**src/rtl/core_pkg.sv**
```systemverilog
// rtl/core_pkg.sv - shared core phase constants, mem-stage FSM states and error codes
package core_pkg;

  localparam logic [2:0] ST_IF  = 3'd0;
  localparam logic [2:0] ST_ID  = 3'd1;
  localparam logic [2:0] ST_EX  = 3'd2;
  localparam logic [2:0] ST_MEM = 3'd3;
  localparam logic [2:0] ST_WB  = 3'd4;

  typedef enum logic [1:0] {
    IDLE   = 2'd0,
    ACCESS = 2'd1,
    DONE   = 2'd2,
    HOLD   = 2'd3
  } mem_fsm_t;

  localparam logic [1:0] ERR_OK       = 2'b00;
  localparam logic [1:0] ERR_MISALIGN = 2'b01;
  localparam logic [1:0] ERR_RWCONF   = 2'b10;
  localparam logic [1:0] ERR_TIMEOUT  = 2'b11;

endpackage

```
**src/rtl/mem_access_if.sv**
```systemverilog
// rtl/mem_access_if.sv - data-memory req/ack bus between the mem stage and data memory
interface mem_access_if #(
  parameter int DMEM_AW = 16
);

  logic               dmem_req;
  logic               dmem_we;
  logic [DMEM_AW-1:0] dmem_addr;
  logic [31:0]        dmem_wdata;
  logic [31:0]        dmem_rdata;
  logic               dmem_ack;

  // mem stage side
  modport master (
    output dmem_req, dmem_we, dmem_addr, dmem_wdata,
    input  dmem_rdata, dmem_ack
  );

  // data memory side
  modport slave (
    input  dmem_req, dmem_we, dmem_addr, dmem_wdata,
    output dmem_rdata, dmem_ack
  );

endinterface

```
**src/rtl/mem_access.sv**
```systemverilog
// rtl/mem_access.sv - memory-access stage: one word load/store over req/ack, write-back hand-off
module mem_access
  import core_pkg::*;
#(
  parameter int DMEM_AW = 16,
  parameter int TIMEOUT = 255
) (
  input  logic        clk,
  input  logic        rst,
  input  logic [2:0]  state,
  input  logic        mem_read_in,
  input  logic        mem_write_in,
  input  logic        reg_write_in,
  input  logic [4:0]  write_reg_in,
  input  logic [31:0] mem_addr,
  input  logic [31:0] mem_write_data,
  input  logic [31:0] alu_data_in,
  mem_access_if.master dmem,
  output logic        reg_write_out,
  output logic [4:0]  write_reg_out,
  output logic [31:0] wb_data,
  output logic        done,
  output logic [1:0]  err
);

  localparam int CW = $clog2(TIMEOUT + 1);
  localparam logic [CW-1:0] CNT_MAX = CW'(TIMEOUT);
  localparam logic [CW-1:0] CNT_ONE = CW'(1);

  mem_fsm_t           fsm_q, fsm_d;
  logic [CW-1:0]      cnt_q, cnt_d;
  logic               req_q, req_d;
  logic               we_q, we_d;
  logic [DMEM_AW-1:0] addr_q, addr_d;
  logic [31:0]        wdata_q, wdata_d;
  logic               rw_lat_q, rw_lat_d;
  logic               reg_write_q, reg_write_d;
  logic [4:0]         write_reg_q, write_reg_d;
  logic [31:0]        wb_q, wb_d;
  logic [1:0]         err_q, err_d;

  logic unused_addr_hi;
  assign unused_addr_hi = &{1'b0, mem_addr[31:DMEM_AW+2]};

  // State and datapath registers; reset clears everything, dropping any in-flight request
  always_ff @(posedge clk) begin
    if (rst) begin
      fsm_q       <= IDLE;
      cnt_q       <= '0;
      req_q       <= 1'b0;
      we_q        <= 1'b0;
      addr_q      <= '0;
      wdata_q     <= '0;
      rw_lat_q    <= 1'b0;
      reg_write_q <= 1'b0;
      write_reg_q <= '0;
      wb_q        <= '0;
      err_q       <= ERR_OK;
    end else begin
      fsm_q       <= fsm_d;
      cnt_q       <= cnt_d;
      req_q       <= req_d;
      we_q        <= we_d;
      addr_q      <= addr_d;
      wdata_q     <= wdata_d;
      rw_lat_q    <= rw_lat_d;
      reg_write_q <= reg_write_d;
      write_reg_q <= write_reg_d;
      wb_q        <= wb_d;
      err_q       <= err_d;
    end
  end

  // Next-state and next-output decode; the counter holds the number of request cycles so far
  always_comb begin
    fsm_d       = fsm_q;
    cnt_d       = cnt_q;
    req_d       = req_q;
    we_d        = we_q;
    addr_d      = addr_q;
    wdata_d     = wdata_q;
    rw_lat_d    = rw_lat_q;
    reg_write_d = reg_write_q;
    write_reg_d = write_reg_q;
    wb_d        = wb_q;
    err_d       = err_q;
    case (fsm_q)
      IDLE: begin
        if (state == ST_MEM) begin
          write_reg_d = write_reg_in;
          rw_lat_d    = reg_write_in;
          addr_d      = mem_addr[DMEM_AW+1:2];
          wdata_d     = mem_write_data;
          cnt_d       = '0;
          if (mem_read_in && mem_write_in) begin
            err_d       = ERR_RWCONF;
            reg_write_d = 1'b0;
            fsm_d       = DONE;
          end else if ((mem_read_in || mem_write_in) && (mem_addr[1:0] != 2'b00)) begin
            err_d       = ERR_MISALIGN;
            reg_write_d = 1'b0;
            fsm_d       = DONE;
          end else if (mem_read_in || mem_write_in) begin
            req_d       = 1'b1;
            we_d        = mem_write_in;
            cnt_d       = CNT_ONE;
            err_d       = ERR_OK;
            reg_write_d = 1'b0;
            fsm_d       = ACCESS;
          end else begin
            wb_d        = alu_data_in;
            reg_write_d = reg_write_in;
            err_d       = ERR_OK;
            fsm_d       = DONE;
          end
        end
      end
      ACCESS: begin
        if (dmem.dmem_ack) begin
          req_d = 1'b0;
          cnt_d = '0;
          if (we_q) begin
            reg_write_d = 1'b0;
          end else begin
            wb_d        = dmem.dmem_rdata;
            reg_write_d = rw_lat_q;
          end
          fsm_d = DONE;
        end else if (cnt_q == CNT_MAX) begin
          req_d       = 1'b0;
          cnt_d       = '0;
          err_d       = ERR_TIMEOUT;
          reg_write_d = 1'b0;
          fsm_d       = DONE;
        end else begin
          cnt_d = cnt_q + CNT_ONE;
        end
      end
      DONE: begin
        fsm_d = (state == ST_MEM) ? HOLD : IDLE;
      end
      HOLD: begin
        if (state != ST_MEM) fsm_d = IDLE;
      end
      default: fsm_d = IDLE;
    endcase
  end

  assign dmem.dmem_req   = req_q;
  assign dmem.dmem_we    = we_q;
  assign dmem.dmem_addr  = addr_q;
  assign dmem.dmem_wdata = wdata_q;
  assign reg_write_out   = reg_write_q;
  assign write_reg_out   = write_reg_q;
  assign wb_data         = wb_q;
  assign err             = err_q;
  assign done            = (fsm_q == DONE);

endmodule

```
**src/flat_wrapper.sv**
```systemverilog
// flat-port wrapper written by rule: the top's interface ports become plain ports
module mem_access_flat import core_pkg::*;
#(
  parameter int DMEM_AW = 16,
  parameter int TIMEOUT = 255
)
  (clk, rst, state, mem_read_in, mem_write_in, reg_write_in, write_reg_in, mem_addr, mem_write_data, alu_data_in, reg_write_out, write_reg_out, wb_data, done, err, dmem_dmem_req, dmem_dmem_we, dmem_dmem_addr, dmem_dmem_wdata, dmem_dmem_rdata, dmem_dmem_ack);
  mem_access_if #(.DMEM_AW(DMEM_AW)) dmem_i ();
  input  logic clk;
  input  logic rst;
  input  logic [2:0] state;
  input  logic mem_read_in;
  input  logic mem_write_in;
  input  logic reg_write_in;
  input  logic [4:0] write_reg_in;
  input  logic [31:0] mem_addr;
  input  logic [31:0] mem_write_data;
  input  logic [31:0] alu_data_in;
  output logic reg_write_out;
  output logic [4:0] write_reg_out;
  output logic [31:0] wb_data;
  output logic done;
  output logic [1:0] err;
  output wire logic [$bits(dmem_i.dmem_req)-1:0] dmem_dmem_req;
  output wire logic [$bits(dmem_i.dmem_we)-1:0] dmem_dmem_we;
  output wire logic [$bits(dmem_i.dmem_addr)-1:0] dmem_dmem_addr;
  output wire logic [$bits(dmem_i.dmem_wdata)-1:0] dmem_dmem_wdata;
  input wire logic [$bits(dmem_i.dmem_rdata)-1:0] dmem_dmem_rdata;
  input wire logic [$bits(dmem_i.dmem_ack)-1:0] dmem_dmem_ack;
  assign dmem_dmem_req = dmem_i.dmem_req;
  assign dmem_dmem_we = dmem_i.dmem_we;
  assign dmem_dmem_addr = dmem_i.dmem_addr;
  assign dmem_dmem_wdata = dmem_i.dmem_wdata;
  assign dmem_i.dmem_rdata = dmem_dmem_rdata;
  assign dmem_i.dmem_ack = dmem_dmem_ack;
  mem_access #(.DMEM_AW(DMEM_AW), .TIMEOUT(TIMEOUT)) u_core (.clk(clk), .rst(rst), .state(state), .mem_read_in(mem_read_in), .mem_write_in(mem_write_in), .reg_write_in(reg_write_in), .write_reg_in(write_reg_in), .mem_addr(mem_addr), .mem_write_data(mem_write_data), .alu_data_in(alu_data_in), .dmem(dmem_i), .reg_write_out(reg_write_out), .write_reg_out(write_reg_out), .wb_data(wb_data), .done(done), .err(err));
endmodule
```
**config.mk**
```make
export PLATFORM = sky130hd
export DESIGN_NAME = mem_access_flat
export DESIGN_NICKNAME = d
export VERILOG_FILES = /design/src/rtl/core_pkg.sv /design/src/rtl/mem_access_if.sv /design/src/rtl/mem_access.sv /design/src/flat_wrapper.sv
export SDC_FILE = /design/constraint.sdc
export NUM_CORES = 1
export LEC_CHECK = 0
export BUFFER_PORTS_ARGS = -buffer_cell sky130_fd_sc_hd__buf_4
export CAP_MARGIN = 20
export CORE_MARGIN = 4
export CORE_UTILIZATION = 34
export CTS_CLUSTER_SIZE = 40
export DETAILED_ROUTE_END_ITERATION = 10
export PLACE_DENSITY = 0.67
export SLEW_MARGIN = 30
export SYNTH_ARGS = -nofsm -noshare
export SYNTH_HDL_FRONTEND = slang
export SYNTH_SLANG_ARGS = --single-unit
```
**constraint.sdc**
```tcl
create_clock -name clk -period 1.8 [get_ports clk]
set_input_delay 0.18 -clock clk [delete_from_list [all_inputs] [get_ports clk]]
set_output_delay 0.18 -clock clk [all_outputs]
set_load 0.05 [all_outputs]
```
======== Word-level counts from Yosys, hierarchy flattened ========
Index checks and enable logic that the tools add are counted.
storage, ports and cells
  register bits after elaboration ......... 101
  bits of input ports ..................... 142
  output and inout bits ................... 91
  word-level logic and storage cells ...... 88
operators by class
  add/sub/neg operators ................... 1
  eq/ne operators ......................... 17
  multiplexer cells ....................... 43
  bitwise logic cells ..................... 2
  reduce and logical (&&, ||, !) cells .... 14
operators by type and width
  operator               count
  $mux W32               6
  $pmux W32 S2           1
  $mux W8                5
  $mux W2                12
  $pmux W8 S2            1
  $mux W1                14
  $ne A2 B2 Y1 const B   6
  $add A8 B1 Y8 const B  1
  $eq A8 B8 Y1 const B   1
  $ne A2 B1 Y1 const B   4
  $pmux W2 S4            1
  $reduce_and A7 Y1      1
  $ne A3 B2 Y1 const B   2
  $reduce_and A3 Y1      2
  $reduce_and A6 Y1      1
  $reduce_and A5 Y1      1
  $eq A2 B2 Y1 const B   2
  $pmux W1 S2            2
  $pmux W2 S2            1
  $reduce_and A2 Y1      2
  $reduce_and A4 Y1      1
  $reduce_bool A2 Y1     2
  $eq A3 B2 Y1 const B   1
  $eq A2 B1 Y1 const B   1
  other kinds (4)        6

======== Longest topological paths before layout ========
Gate-level depths: netlist of the first run.
  depth after elaboration ................. 6
  depth in mapped cells ................... 7
  depth with buffers taken out ............ 6

======== Least setup slack after synthesis of the first run ========
No wires, ideal clock.
  kind .................................... register to register
  start point ............................. register u_core.we_q, in the netlist u_core.dmem.dmem_we
  end point ............................... register u_core.wb_q[14], in the netlist u_core.wb_data[14]
  library setup time ...................... 0.142 ns
  data arrival time ....................... 1.647 ns
  required time ........................... 1.658 ns
  path slack .............................. 0.011 ns
  cell stages (with the launch flop) ...... 5
  buffers on the path ..................... 1
  period minus slack after synthesis ...... 1.789 ns
  cell sequence ........................... dfxtp_1 or4bb_1 o41ai_4 clkbuf_1 a311oi_1
between the ends
  longest elaborated chain between the ends .. 2
RTL lines
  element                             RTL line          source
  start: declaration                  mem_access.sv:33  logic we_q, we_d;
  start signal: assignment            mem_access.sv:63  we_q <= we_d;
  $ne A2 B2 Y1 (no source line)       -
  $reduce_and A7 Y1 (no source line)  -
  end signal: assignment              mem_access.sv:69  wb_q <= wb_d;
  end: declaration                    mem_access.sv:39  logic [31:0] wb_q, wb_d;
Every way passes these cells.
A chain may end at the register's enable or synchronous reset.

======== Worst setup path in the final report of the first run ========
  start point ............................. register u_core.fsm_q[1]
  end point ............................... register u_core.wb_q[10], in the netlist u_core.wb_data[10]
between the ends
  longest elaborated chain between the ends .. 3
  elaborated cells between the ends (all ways) .. 11
  classes of those cells .................. eq/ne (7); mux (1); reduce/logical (3)
RTL lines
  element                                                RTL line          source
  start: declaration                                     mem_access.sv:30  mem_fsm_t fsm_q, fsm_d;
  start signal: assignment                               mem_access.sv:60  fsm_q <= fsm_d;
  $eq A2 B1 Y1 or $logic_not A2 Y1 (tied branches)       mem_access.sv:87  case (fsm_q)
  $ne A2 B2 Y1 (no source line) (tied with other cells)  -
  $reduce_and A7 Y1 (no source line)                     -
Several ways; a longest one is shown, not always the timed one.

==> impl_metrics.csv, run 1 <==
group,metric,value,unit
synth,avgSynthCellArea,7.81,um2
die,die_area,13800,um2
sta,slew_headroom,0.650,
synth,synth_adder_area_share,0.00922,
synth,yosysSeqAreaShare,0.497,
cells_and_area,finalNetCount,874,
die,fp.dieW,117,um
routing,wl_per_cell,15.7,um
synth,synth.most_common_cell,"nand2_1",
clock_tree,holdBufCountCts,0,
sta,slew_violations,0,
critical_path,reg2regPathDepth,6,
synth,yosys.area_share.simple,0.257,
cells_and_area,drive_gt1_frac,0.365,
critical_path,cp_max_fo,16,
critical_path,crit_chain,"nand4bb_4 > o41ai_4 > buf_4 > clkbuf_16 > nor2_1 > a311oi_1",
cells_and_area,diodes,0,
pwr,p_leak,2.72,nW
sta,setup_violations,0,
routing,via_count,4435,
routing,drt_iter0_markers,337,
global_route,use_met2,0.332,
pwr,finalPower,5.12,mW
synth,synth_common_cells,"179 x nand2_1, 101 x dfxtp_1, 60 x a21oi_1",
critical_path,cp-end-kind,"register",
die,rows,39,
global_route,antenna_found_initial,0,
job,cap_violations,0,
placed_design,dp_hpwl,9660,um
pwr,vdd_ir_drop_max,385,uV
critical_path,start_kind,"register",
clock_tree,cts.sinks,101,
cells_and_area,final_core_util,0.543,
clock_tree,clk_latency,350,ps
synth,synth_top_area_frac,0.497,
global_route,use_met1,0.223,
critical_path,regToRegSetupSlack,50,ps
die,core_area,11600,um2
pwr,powerDensity,815,nW/um2
global_route,overflow,0,
sta,fin_tns_setup,0,ps
worst_hold_path,min_to,"u_core.dmem.dmem_wdata[13]",
routing,vias_per_cell,5.06,
cells_and_area,area_growth,54.3,%
synth,yosys_warnings,0,
critical_path,crit_slowest_cell,"o41ai_4",
worst_hold_path,min_path_type,"in2reg",
sta,finalHoldViolCount,0,
clock_tree,cts_root_buffer,"clkbuf_16",
placed_design,gp_congestion,0.824,
critical_path,r2r_start,"u_core.fsm_q[1]",
sta,period_share,0.970,
sta,final.setup_skew,5.66,ps
global_route,grt_pass1_vias,4188,
critical_path,arrival,2000,ps
global_route,busiest_layer,"met2",
clock_tree,cts_tree,"built",
routing,final_antenna_net_count,0,
critical_path,regToRegEndpoint,"u_core.wb_data[10]",
worst_hold_path,min_from,"mem_write_data[13]",
clock_tree,htreeDepth,3,
sta,period_minus_slack,1750,ps
clock_tree,cts_buffers,9,
run_status,status,"finished clean",
sta,fmax,0.573,GHz
routing,first_pass_iters,5,
synth,synth_top_family_by_area,"simple AND/OR/NAND/NOR gates",
clock_tree,clk_pin_slew,70,ps
critical_path,critPathTopFamily,"compound AO/OA/AOI/OAI gates",
routing,wl,13800,um
synth,synth_xor_area_frac,0,
synth,async_flop_share,0,
placed_design,portBuffers,218,
synth,ys.flop_type,"dfxtp_1",
synth,synth_top_cell_by_area,"dfxtp_1",
die,start_util,0.352,
synth,synth_top_cells_by_area,"dfxtp_1 50%, nand2_1 17%, a21oi_1 7.4%",
critical_path,cp.buffers_inverters,2,
synth,postSynthNetCount,666,
die,ios,233,
synth,synth_compound_gate_area_share,0.182,
critical_path,cpPeakStageDelay,420,ps
critical_path,cp.required,2050,ps
routing,drc,0,
synth,synth-edff-count,0,
worst_hold_path,holdPathStages,3,
critical_path,critPathKind,"reg2reg",
clock_tree,clockBufferDepth,2,
die,die_height,117,um
synth,synthMuxAreaShare,0.00246,
sta,worst_slew_pin_slew,524,ps
synth,yosysUniqueCellTypes,39,
synth,ys_ff_latch,101,
global_route,grtUsageMet3,0.0414,
synth,syn_area,4070,um2
global_route,track_usage,0.190,
global_route,grt_start_max_net_pins,65,
global_route,grt_pass1_wl,21600,um
synth,synth_cells,521,
-- worst max path at each step --
stage	slack, ps	endpoint	startpoint	depth (start not counted)
after global routing	-40	u_core.wb_data[16]	u_core.fsm_q[1]	6
after CTS	50	u_core.wb_data[6]	u_core.fsm_q[0]	5
final	50	u_core.wb_data[10]	u_core.fsm_q[1]	6
after global placement	90	u_core.wb_data[7]	mem_write_in	8
after floorplan	10	u_core.wb_data[14]	u_core.dmem.dmem_we	4
after detailed placement	20	u_core.wb_data[19]	mem_read_in	8
-- placed cells by master, fill, tap and decap left out, types with 4 or more instances in the layout --
cell type	count
nor2_1	43
buf_4	233
nand3_1	7
a311oi_1	34
a21oi_1	60
nor3_1	4
inv_1	7
buf_12	4
clkbuf_16	10
nand2_1	179
o21ai_0	4
dfxtp_1	99
-- report_power, final --
group | switching [mW] | internal, mW | total (mW)
clock network | 0.864 | 1.11 | 1.98
logic | 0.459 | 0.346 | 0.805
registers | 0.0347 | 2.30 | 2.33
total | 1.36 | 3.76 | 5.12
-- repair_timing --
action | CTS | global route
buffers inserted | 0 | 3
endpoints found under the setup margin | 0 | 32
gates resized for setup | 0 | 11
-- routing by layer --
layer,part of all wire,up-vias,routed length [um]
li1,-,2185,-
met1,0.39,2063,5430
met2,0.52,154,7090
met3,0.058,33,805
met4,0.032,0,442
met5,0,-,0
-- tightest hold or removal path, stage by stage --
cell and delay [ps]:
buf_4 110, nand2_1 40, a21oi_1 50
-- logic make-up (layout without fill, tap and decap cells) --
| kind of cell | Yosys count | count (layout) |
|---|---|---|
| adder cells (fa/ha/maj) | 3 | 3 |
| AND/OR/NAND/NOR | 255 | 255 |
| buffers and inverters | 49 | 262 |
| AO/OA/AOI/OAI | 112 | 112 |
| flip-flops | 101 | 101 |
| multiplexers | 1 | 1 |
-- metrics by stage --
step | worst slack [ps] | hold WS (ps) | cells | instance area (um2)
CTS | 53.4 | 56.8 | 872 | 6180
global route | -36.3 | 68.1 | 877 | 6280
finish | 53.9 | 73.2 | 877 | 6280
global placement | 92.3 | 427 | 856 | 5880
floorplan | 10.9 | 316 | 521 | 4070
detailed placement | 20.9 | 436 | 856 | 5880
-- cell type report --
| class | count | area [um2] |
|---|---|---|
| fill | 1072 | 5290 |
| sequential | 101 | 2020 |
| multi-input combinational | 371 | 1880 |
| timing repair buffer | 239 | 1870 |
| clock buffer | 10 | 239 |
| tap | 143 | 179 |
| clock inverter | 6 | 62.6 |
| inverter | 7 | 26.3 |
-- state kept, by name, indices dropped and copies added, names as in the netlist --
register / cells
u_core.cnt_q: 8
u_core.dmem.dmem_addr: 16
u_core.wb_data: 32
u_core.write_reg_out: 5
u_core.fsm_q: 2
u_core.dmem.dmem_we: 1
u_core.dmem.dmem_wdata: 32
u_core.reg_write_out: 1
u_core.dmem.dmem_req: 1
u_core.rw_lat_q: 1
u_core.err: 2
(Power assumes the default switching activity.)
==> run 2, diff against run 1 <==
- CORE_UTILIZATION: 34 -> 35
- PLACE_DENSITY: 0.67 -> 0.66
- REMOVE_ABC_BUFFERS: not set -> 1
- clock period: 1.8 -> 2.3 ns (I/O delays scaled with it)
==> run 2 against run 1 <==
First-iteration DRC count shrank 3.0%. Worst hold slack better by 59 ps. Clock-buffer cell count fell by 1. Critical path depth fell by 1. Critical path type unchanged. Highest routed layer unchanged.
==> impl_metrics.csv, run 2 (synthesis gave the netlist of run 1 again) <==
group,metric,value,unit
run_status,status,"finished clean",
global_route,grt_pass1_wl,18900,um
sta,setup_violations,0,
routing,vias_per_cell,4.94,
sta,finalHoldViolCount,0,
placed_design,place_ws,252,ps
clock_tree,htreeDepth,3,
clock_tree,clk_pin_slew,70,ps
routing,via_count,4276,
cells_and_area,final_common_cell,"buf_4",
critical_path,crit_chain,"nand4bb_1 > o41ai_4 > buf_12 > nor2_1 > a311oi_1",
sta,slew_violations,0,
cells_and_area,drive_gt1_frac,0.347,
worst_hold_path,min_path_type,"in2reg",
pwr,p_leak,2.63,nW
die,ios,233,
die,core_area,11400,um2
routing,wl,12300,um
sta,period_minus_slack,2040,ps
global_route,antenna_found_initial,0,
placed_design,dp.cells,850,
routing,final_antenna_net_count,0,
die,die_area,13400,um2
sta,holdWs,132,ps
clock_tree,clockBufferDepth,2,
global_route,grt_start_max_net_pins,65,
global_route,track_usage,0.174,
die,start_util,0.356,
clock_tree,cts.sinks,101,
job,cap_violations,0,
placed_design,portBuffers,218,
critical_path,critPathKind,"reg2reg",
critical_path,cpPeakStageDelay,490,ps
cells_and_area,design_area,6170,um2
sta,rsz0062_at_grt,"no",
cells_and_area,final_core_util,0.540,
pwr,vdd_ir_drop_max,410,uV
critical_path,cp_max_fo,64,
clock_tree,holdBufCountCts,0,
sta,finalWorstSetupSlack,256,ps
cells_and_area,n_fill_cell,1092,
routing,drt_iter0_markers,327,
sta,fin_tns_setup,0,ps
global_route,overflow,0,
critical_path,cp.required,2540,ps
routing,first_pass_iters,4,
die,fp.dieW,116,um
pwr,finalPower,4.10,mW
critical_path,crit_slowest_cell,"nand4bb_1",
sta,worst_slew_pin_slew,484,ps
critical_path,cp-end-kind,"register",
placed_design,gp_congestion,0.848,
clock_tree,clk_latency,340,ps
clock_tree,postCtsSetupRepairBufs,0,
die,die_height,116,um
placed_design,postPlaceCellArea,5830,um2
cells_and_area,final_cell_mix,"224 x buf_4, 179 x nand2_1, 101 x dfxtp_1",
clock_tree,cts_tree,"built",
die,rows,39,
cells_and_area,finalNetCount,863,
critical_path,start_kind,"register",
placed_design,dp_hpwl,9020,um
sta,slew_headroom,0.677,
global_route,grt_pass1_vias,3957,
routing,drc,0,
critical_path,cp.buffers_inverters,1,
routing,wl_per_cell,14.2,um
sta,final.setup_skew,5.66,ps
sta,period_share,0.889,
clock_tree,cts_root_buffer,"clkbuf_16",
cells_and_area,stdcell_count,866,
critical_path,arrival,2290,ps
critical_path,critPathTopFamily,"compound AO/OA/AOI/OAI gates",
cells_and_area,diodes,0,
cells_and_area,area_growth,51.5,%
sta,fmax,0.489,GHz
pwr,powerDensity,665,nW/um2
clock_tree,cts_buffers,9,
clock_tree,post_cts_resized,0,
## run 2: where the power goes
| group | internal (mW) | switching (mW) |
|---|---|---|
| registers | 1.80 | 0.0294 |
| logic | 0.262 | 0.347 |
| clock network | 0.973 | 0.689 |
| total | 3.03 | 1.07 |
## run 2: worst register-to-register path, stage by stage (launching register included)
cell,delay [ps]
dfxtp_1,390
nand4bb_1,490
o41ai_4,410
buf_12,290
nor2_1,120
a311oi_1,250
## run 2: layer usage
metal  wire, um  up-vias  share of wire  track usage
met5          0        -              0            0
met4        296        0          0.024       0.0766
met3       1230       20          0.099       0.0480
met2       5570      193           0.45        0.274
met1       5240     1902           0.42        0.223
li1           -     2161              -            -
## run 2: final cells by class
class,instances,area (um2),share of cell area
timing repair buffer,228,1760,0.286
multi-input combinational,371,1850,0.299
clock buffer,9,225,0.0365
clock inverter,7,106,0.0172
inverter,7,26.3,0.00426
tap,143,179,0.0290
sequential,101,2020,0.328
## run 2: path summary, 6_finish.rpt
path	from	endpoint	slack, ps	depth (start not counted)
hold reg to reg	u_core.dmem.dmem_wdata[31]	u_core.dmem.dmem_wdata[31]	450	2
hold / removal	mem_addr[15]	u_core.dmem.dmem_addr[13]	130	3
setup / recovery	u_core.fsm_q[1]	u_core.wb_data[21]	260	5
setup reg to reg	u_core.fsm_q[1]	u_core.wb_data[21]	260	5
